===== config.mk =====
export PLATFORM = sky130hd
export DESIGN_NAME = quant_stream_unit_flat
export DESIGN_NICKNAME = d
export VERILOG_FILES = /design/src/rtl/quant_stream_if.sv /design/src/rtl/quant_stream_unit.sv /design/src/flat_wrapper.sv
export SDC_FILE = /design/constraint.sdc
export NUM_CORES = 2
export LEC_CHECK = 0
export ABC_AREA = 1
export CORE_MARGIN = 5
export CORE_UTILIZATION = 65
export CTS_BUF_LIST = sky130_fd_sc_hd__clkbuf_4
export DETAILED_ROUTE_END_ITERATION = 6
export PLACE_DENSITY = 0.91
export SLEW_MARGIN = 20
export SYNTH_ARGS = -nofsm -noshare
export SYNTH_HDL_FRONTEND = slang
export SYNTH_SLANG_ARGS = --single-unit

===== constraint.sdc =====
create_clock -name i_clk -period 13.98 [get_ports i_clk]
set_input_delay 4.194 -clock i_clk [delete_from_list [all_inputs] [get_ports i_clk]]
set_output_delay 4.194 -clock i_clk [all_outputs]
set_load 0.02 [all_outputs]

===== src/rtl/quant_stream_if.sv =====
// Element streams of the quantizer: int accumulator stream in, quantized stream out.
// The unit is the slave on both streams; the producer/consumer side is the master.
interface quant_stream_if #(
    parameter int IN_W  = 32,
    parameter int OUT_W = 8
);
    logic signed [IN_W-1:0] in_data;
    logic                   in_valid;
    logic                   in_ready;
    logic [OUT_W-1:0]       out_data;
    logic                   out_valid;
    logic                   out_ready;

    modport master (
        output in_data, in_valid, out_ready,
        input  in_ready, out_data, out_valid
    );

    modport slave (
        input  in_data, in_valid, out_ready,
        output in_ready, out_data, out_valid
    );
endinterface


===== src/rtl/quant_stream_unit.sv =====
// Streaming affine requantizer: out = sat(round((in * mult) >> shift) + zero_point),
// three-stage stallable pipeline with per-job saturation count.
//  state  | meaning
//  S_IDLE | waiting for start, config may be latched
//  S_RUN  | streaming elements until size outputs handed off
//  S_DONE | one-cycle done pulse, then back to idle
module quant_stream_unit #(
    parameter int IN_W       = 32,
    parameter int OUT_W      = 8,
    parameter int MULT_W     = 16,
    parameter int SHIFT_W    = 6,
    parameter int CNT_W      = 32,
    parameter bit SIGNED_OUT = 1'b1
) (
    input  logic                     i_clk,
    input  logic                     i_rst,
    input  logic                     i_start,
    input  logic signed [MULT_W-1:0] i_mult,
    input  logic [SHIFT_W-1:0]       i_shift,
    input  logic [OUT_W-1:0]         i_zero_point,
    input  logic [CNT_W-1:0]         i_size,
    quant_stream_if.slave            s_strm,
    output logic                     o_busy,
    output logic                     o_ready,
    output logic                     o_done,
    output logic [CNT_W-1:0]         o_sat_count
);
    localparam int PW = IN_W + MULT_W;
    localparam int VW = PW + 2;
    localparam logic [PW:0] RND_ONE = 1;
    localparam logic signed [VW-1:0] MAXV = SIGNED_OUT ?
        {{(VW-OUT_W+1){1'b0}}, {(OUT_W-1){1'b1}}} : {{(VW-OUT_W){1'b0}}, {OUT_W{1'b1}}};
    localparam logic signed [VW-1:0] MINV = SIGNED_OUT ?
        {{(VW-OUT_W+1){1'b1}}, {(OUT_W-1){1'b0}}} : {VW{1'b0}};

    typedef enum logic [1:0] {S_IDLE, S_RUN, S_DONE} state_t;

    state_t                    r_state;
    state_t                    w_state_nxt;
    logic signed [MULT_W-1:0]  r_mult;
    logic [SHIFT_W-1:0]        r_shift;
    logic [OUT_W-1:0]          r_zp;
    logic [CNT_W-1:0]          r_size;
    logic [CNT_W-1:0]          r_in_cnt;
    logic [CNT_W-1:0]          r_out_cnt;
    logic [CNT_W-1:0]          r_sat_cnt;

    logic                      r_v1, r_v2, r_v3;
    logic signed [PW-1:0]      r_prod;
    logic signed [PW:0]        r_r;
    logic [OUT_W-1:0]          r_out;
    logic                      r_sat;

    logic                      w_en;
    logic                      w_in_ready;
    logic                      w_accept;
    logic                      w_out_hs;
    logic                      w_start;
    logic signed [PW-1:0]      w_prod;
    logic [PW:0]               w_rnd;
    logic signed [PW:0]        w_sum;
    logic signed [PW:0]        w_r;
    logic signed [VW-1:0]      w_v;
    logic [OUT_W-1:0]          w_out;
    logic                      w_sat;

    assign w_en     = !r_v3 || s_strm.out_ready;
    assign w_accept = s_strm.in_valid && w_in_ready;
    assign w_out_hs = r_v3 && s_strm.out_ready;
    assign w_start  = (r_state == S_IDLE) && i_start;

    always_ff @(posedge i_clk) begin
        if (i_rst) r_state <= S_IDLE;
        else       r_state <= w_state_nxt;
    end

    always_comb begin
        w_state_nxt = r_state;
        w_in_ready  = 1'b0;
        o_busy      = 1'b0;
        o_ready     = 1'b0;
        o_done      = 1'b0;
        case (r_state)
            S_IDLE: begin
                o_ready = 1'b1;
                if (i_start) w_state_nxt = (i_size == '0) ? S_DONE : S_RUN;
            end
            S_RUN: begin
                o_busy     = 1'b1;
                w_in_ready = (r_in_cnt < r_size) && w_en;
                if (w_out_hs && (r_out_cnt + CNT_W'(1) == r_size)) w_state_nxt = S_DONE;
            end
            S_DONE: begin
                o_busy      = 1'b1;
                o_done      = 1'b1;
                w_state_nxt = S_IDLE;
            end
            default: w_state_nxt = S_IDLE;
        endcase
    end

    always_ff @(posedge i_clk) begin
        if (i_rst) begin
            r_mult    <= '0;
            r_shift   <= '0;
            r_zp      <= '0;
            r_size    <= '0;
            r_in_cnt  <= '0;
            r_out_cnt <= '0;
            r_sat_cnt <= '0;
        end else if (w_start) begin
            r_mult    <= i_mult;
            r_shift   <= i_shift;
            r_zp      <= i_zero_point;
            r_size    <= i_size;
            r_in_cnt  <= '0;
            r_out_cnt <= '0;
            r_sat_cnt <= '0;
        end else begin
            if (w_accept) r_in_cnt <= r_in_cnt + CNT_W'(1);
            if (w_out_hs) begin
                r_out_cnt <= r_out_cnt + CNT_W'(1);
                if (r_sat) r_sat_cnt <= r_sat_cnt + CNT_W'(1);
            end
        end
    end

    // Sums carry one extra bit so the rounding add and zero-point add never wrap before the clamp.
    always_comb begin
        w_prod = PW'(s_strm.in_data) * PW'(r_mult);
        w_rnd  = (r_shift == '0) ? '0 : (RND_ONE << (r_shift - SHIFT_W'(1)));
        w_sum  = {r_prod[PW-1], r_prod} + w_rnd;
        w_r    = w_sum >>> r_shift;
        w_v    = {r_r[PW], r_r} + {{(VW-OUT_W){r_zp[OUT_W-1]}}, r_zp};
        w_sat  = 1'b0;
        w_out  = w_v[OUT_W-1:0];
        if (w_v > MAXV) begin
            w_out = MAXV[OUT_W-1:0];
            w_sat = 1'b1;
        end else if (w_v < MINV) begin
            w_out = MINV[OUT_W-1:0];
            w_sat = 1'b1;
        end
    end

    always_ff @(posedge i_clk) begin
        if (i_rst) begin
            r_v1   <= 1'b0;
            r_v2   <= 1'b0;
            r_v3   <= 1'b0;
            r_prod <= '0;
            r_r    <= '0;
            r_out  <= '0;
            r_sat  <= 1'b0;
        end else if (w_en) begin
            r_v1   <= w_accept;
            r_prod <= w_prod;
            r_v2   <= r_v1;
            r_r    <= w_r;
            r_v3   <= r_v2;
            r_out  <= w_out;
            r_sat  <= w_sat;
        end
    end

    assign s_strm.in_ready  = w_in_ready;
    assign s_strm.out_data  = r_out;
    assign s_strm.out_valid = r_v3;
    assign o_sat_count      = r_sat_cnt;
endmodule


===== src/flat_wrapper.sv =====
// flat-port wrapper written by rule: the top's interface ports become plain ports
module quant_stream_unit_flat 
#(
    parameter int IN_W       = 32,
    parameter int OUT_W      = 8,
    parameter int MULT_W     = 16,
    parameter int SHIFT_W    = 6,
    parameter int CNT_W      = 32,
    parameter bit SIGNED_OUT = 1'b1
)
  (i_clk, i_rst, i_start, i_mult, i_shift, i_zero_point, i_size, o_busy, o_ready, o_done, o_sat_count, s_strm_in_data, s_strm_in_valid, s_strm_out_ready, s_strm_in_ready, s_strm_out_data, s_strm_out_valid);
  quant_stream_if #(.IN_W(IN_W), .OUT_W(OUT_W)) s_strm_i ();
  input  logic i_clk;
  input  logic i_rst;
  input  logic i_start;
  input  logic signed [MULT_W-1:0] i_mult;
  input  logic [SHIFT_W-1:0] i_shift;
  input  logic [OUT_W-1:0] i_zero_point;
  input  logic [CNT_W-1:0] i_size;
  output logic o_busy;
  output logic o_ready;
  output logic o_done;
  output logic [CNT_W-1:0] o_sat_count;
  input wire logic [$bits(s_strm_i.in_data)-1:0] s_strm_in_data;
  input wire logic [$bits(s_strm_i.in_valid)-1:0] s_strm_in_valid;
  input wire logic [$bits(s_strm_i.out_ready)-1:0] s_strm_out_ready;
  output wire logic [$bits(s_strm_i.in_ready)-1:0] s_strm_in_ready;
  output wire logic [$bits(s_strm_i.out_data)-1:0] s_strm_out_data;
  output wire logic [$bits(s_strm_i.out_valid)-1:0] s_strm_out_valid;
  assign s_strm_i.in_data = s_strm_in_data;
  assign s_strm_i.in_valid = s_strm_in_valid;
  assign s_strm_i.out_ready = s_strm_out_ready;
  assign s_strm_in_ready = s_strm_i.in_ready;
  assign s_strm_out_data = s_strm_i.out_data;
  assign s_strm_out_valid = s_strm_i.out_valid;
  quant_stream_unit #(.IN_W(IN_W), .OUT_W(OUT_W), .MULT_W(MULT_W), .SHIFT_W(SHIFT_W), .CNT_W(CNT_W), .SIGNED_OUT(SIGNED_OUT)) u_core (.i_clk(i_clk), .i_rst(i_rst), .i_start(i_start), .i_mult(i_mult), .i_shift(i_shift), .i_zero_point(i_zero_point), .i_size(i_size), .s_strm(s_strm_i), .o_busy(o_busy), .o_ready(o_ready), .o_done(o_done), .o_sat_count(o_sat_count));
endmodule

==> impl_results.md <==
* Final Cycle Share at 79.6%
* Headroom to the max-slew limit at 33.5%
* Max-cap violations at 0
* Post-DRT Antenna Nets at 0
* Post-Route Skew at 0.0950 ns
* Min-delay worst type: flip-flop to flip-flop
* Synth top area cells: fa_1 (22%), nand2_1 (16%), inv_1 (13%)
* Top-level I/O count at 144
* Post-synth top flop: dfxtp_1
* LEAKAGE at 25.6 nW
* Mapped Area at 44000 um^2
* Routed WL at 142 mm
* Synthesized area per cell at 6.35 um^2
* Starting density of the core at 65.5%
* Most frequent cell after synthesis: nand2_1
* Type of the worst setup path: input port to output port
* Final setup viols at 0
* Area after DPL at 45900 um^2
* Max Clock Freq at 89.9 MHz
* #FFs+latches synth at 269
* Area leader, netlist: fa_1
* Num CTS Buffers at 77
* Mapped Nets at 7758
* Worst-path clk slew at 0.08 ns
* Slowest-stage cell, CP: clkdlybuf4s50_1
* Port bufs at 143
* Post-synth EDFFs at 0
* Critical Path Sink Type: output port
* Clock Tree Root: clkbuf_4
* Clk sinks at 269
* Minimum clock period at 11.13 ns
* Aggregate global routing overflow at 0
* Vias in the first global route at 44151
* CP top delay family: buffers and inverters
* DIE WIDTH at 270 um
* Pwr Density at 216 nW/um^2
* H-tree levels at 3
* CORE AREA at 67200 um^2
* Library cells used by synthesis at 55
* DRC viols at 0
* Area added between synthesis and finish at 6.46%
* # resized after CTS at 0
* Final net count at 7762
* Gpl congestion at 1.04
* CP bufs+invs at 3
* Filler Cell Count at 5767
* DR iter-0 viols at 5098
* Postcts setup bufs at 0
* Final hold violations at 0
* CTS Hold Bufs at 0
* Die area at 73000 um^2
* Worst skew pair latency at 0.84 ns
* First-pass GRT wire length at 228 mm
* Antenna violations before repair at 1
* Cell breakdown of the critical path: clkdlybuf4s50_1, nor2_4, buf_4, a2111oi_0, o21ai_0, a21oi_1, a21boi_0, clkdlybuf4s50_1
* Yosys warns at 0
* Max VDD drop at 0.000265 V
* Gr usage total at 38.4%
* Finished Cell Area at 46800 um^2
* Startpoint Class: input port
* Arrival time worst endpoint at 6.93 ns
* Detailed Place HPWL at 116 mm
* CTS Buffer Depth at 3
* Total power at 10.1 mW
* Final TNS setup at 0 ns
* Most used cell, CP: clkdlybuf4s50_1
* Top cell type's share of synthesized area at 22.2%
* Seq/Total Area, Yosys at 12.2%
* RSZ-0062 raised after global routing: no
* Worst Path Max Fanout at 49
* Wire per inst at 18.1 um
* CTS tree: yes
* CP max stage delay at 0.68 ns
* Cells after Synth at 6923
* Final slew viol count at 0
* Via/cell ratio at 5.72
* Largest net degree at the start of global routing at 91
* FP Rows at 95
* Async SR Flop Fraction at 0%
* Status: finished clean
* Share of cells above drive strength 1 at 3.84%
* Worst Tran Pin Value at 0.996 ns
* Drt pass-1 iters at 7
* Synth cell count leaders: nand2_1 (1881), inv_1 (1531), nand3_1 (563), nor2_1 (538), fa_1 (488)
* Chip Height at 270 um
* Worst Path Required at 9.79 ns
* DR vias at 44990
[layout make-up]
class,instances,area (um^2),area share (%)
multi-input cells,4844,31800,67.9
inverters,1553,5830,12.5
clock inverters,33,196,0.419
clock buffers,105,788,1.68
flip-flops and latches,269,5390,11.5
repair buffers,182,1720,3.68
diodes,1,2.50,0.00534
well taps,873,1090,2.33
[path summary, 6_finish.rpt]
| check | startpoint | endpoint | slack [ns] | depth (start not counted) |
|---|---|---|---|---|
| hold reg to reg | u_core.r_mult[15]$_SDFFE_PP0P_ | u_core.r_mult[15]$_SDFFE_PP0P_ | 0.46 | 2 |
| setup reg to reg | u_core.r_mult[1]$_SDFFE_PP0P_ | u_core.r_prod[47]$_SDFFE_PP0N_ | 7.09 | 21 |
| setup / recovery | s_strm_out_ready | s_strm_in_ready | 2.85 | 8 |
| hold / removal | u_core.r_mult[15]$_SDFFE_PP0P_ | u_core.r_mult[15]$_SDFFE_PP0P_ | 0.46 | 2 |
[flip-flops by register name (all words and copies together), names as in the netlist]
register                 cells
u_core.r_zp                  8
u_core.o_sat_count          32
u_core.r_v1                  1
u_core.s_strm.out_valid      1
u_core.s_strm.out_data       8
u_core.r_in_cnt             32
u_core.r_size               32
u_core.r_out_cnt            32
u_core.r_prod               48
u_core.r_sat                 1
u_core.r_mult               16
u_core.r_shift               6
u_core.r_state               2
u_core.r_r                  49
u_core.r_v2                  1
[per-layer routing]
| metal | part of all wire (%) | wire length (um) | track usage, % | up-vias |
|---|---|---|---|---|
| met5 | 0.029 | 41 | 0 | - |
| met4 | 4.8 | 6780 | 16.0 | 2 |
| met3 | 11 | 15200 | 7.92 | 474 |
| met2 | 45 | 63500 | 60.8 | 2426 |
| met1 | 40 | 57000 | 51.5 | 20962 |
| li1 | - | - | - | 21126 |
[logic make-up after synthesis]
logic type      share of synthesized area [%]
simple gates                             31.6
flops                                    12.2
xor+xnor                                 2.91
fa+ha+maj                                29.3
compound gates                           8.52
buf+inv                                  15.5
[cell usage in the layout (no fill, tap or decap), types with 10 or more instances in the layout]
cell / Yosys / layout
dfxtp_1: 269 / 268
nand4_1: 83 / 83
o21a_1: 10 / 10
nor3_1: 60 / 60
xnor2_1: 44 / 44
nand2_1: 1881 / 1880
inv_2: 19 / 19
xor2_1: 97 / 97
ha_1: 248 / 248
nor2_2: 11 / 13
a31oi_1: 27 / 27
nor4_1: 27 / 27
clkdlybuf4s50_1: 0 / 143
o21ai_0: 229 / 229
and3_1: 10 / 10
clkinv_1: 3 / 25
clkbuf_4: 0 / 105
buf_4: 0 / 39
nand3b_1: 26 / 26
a21oi_1: 328 / 328
nand3_1: 563 / 563
nor2_1: 538 / 535
inv_1: 1531 / 1528
fa_1: 488 / 488
or2_2: 31 / 31
o21bai_1: 30 / 30
nand2_2: 10 / 10
o211ai_1: 33 / 33
[worst register-to-register path: cells and delay by family, from the launching register on]
kind / cells / cell delay, ns
AOI/OAI and AO/OA: 7 / 1.20
and+or+nand+nor: 3 / 0.61
adders and majority gates: 7 / 4.03
buffers and inverters: 4 / 0.63
DFF: 1 / 0.31
[where the power goes]
| part | internal, mW | switching [mW] | total [mW] |
|---|---|---|---|
| sequential | 0.922 | 0.121 | 1.04 |
| combinational | 2.86 | 5.43 | 8.29 |
| clock | 0.375 | 0.393 | 0.768 |
[per-stage QoR]
stage / setup WS [ns] / util, % / instances / hold WS, ns
finish: 2.85 / 69.7 / 7860 / 0.462
global route: 2.72 / 69.7 / 7860 / 0.515
CTS: 2.84 / 69.7 / 7859 / 0.466
detailed placement: 2.66 / 68.3 / 7721 / 0.456
global placement: 2.81 / 68.3 / 7721 / 0.449
floorplan: 4.17 / - / 6923 / 0.436
Note: power is estimated with default switching activity, not from simulation.
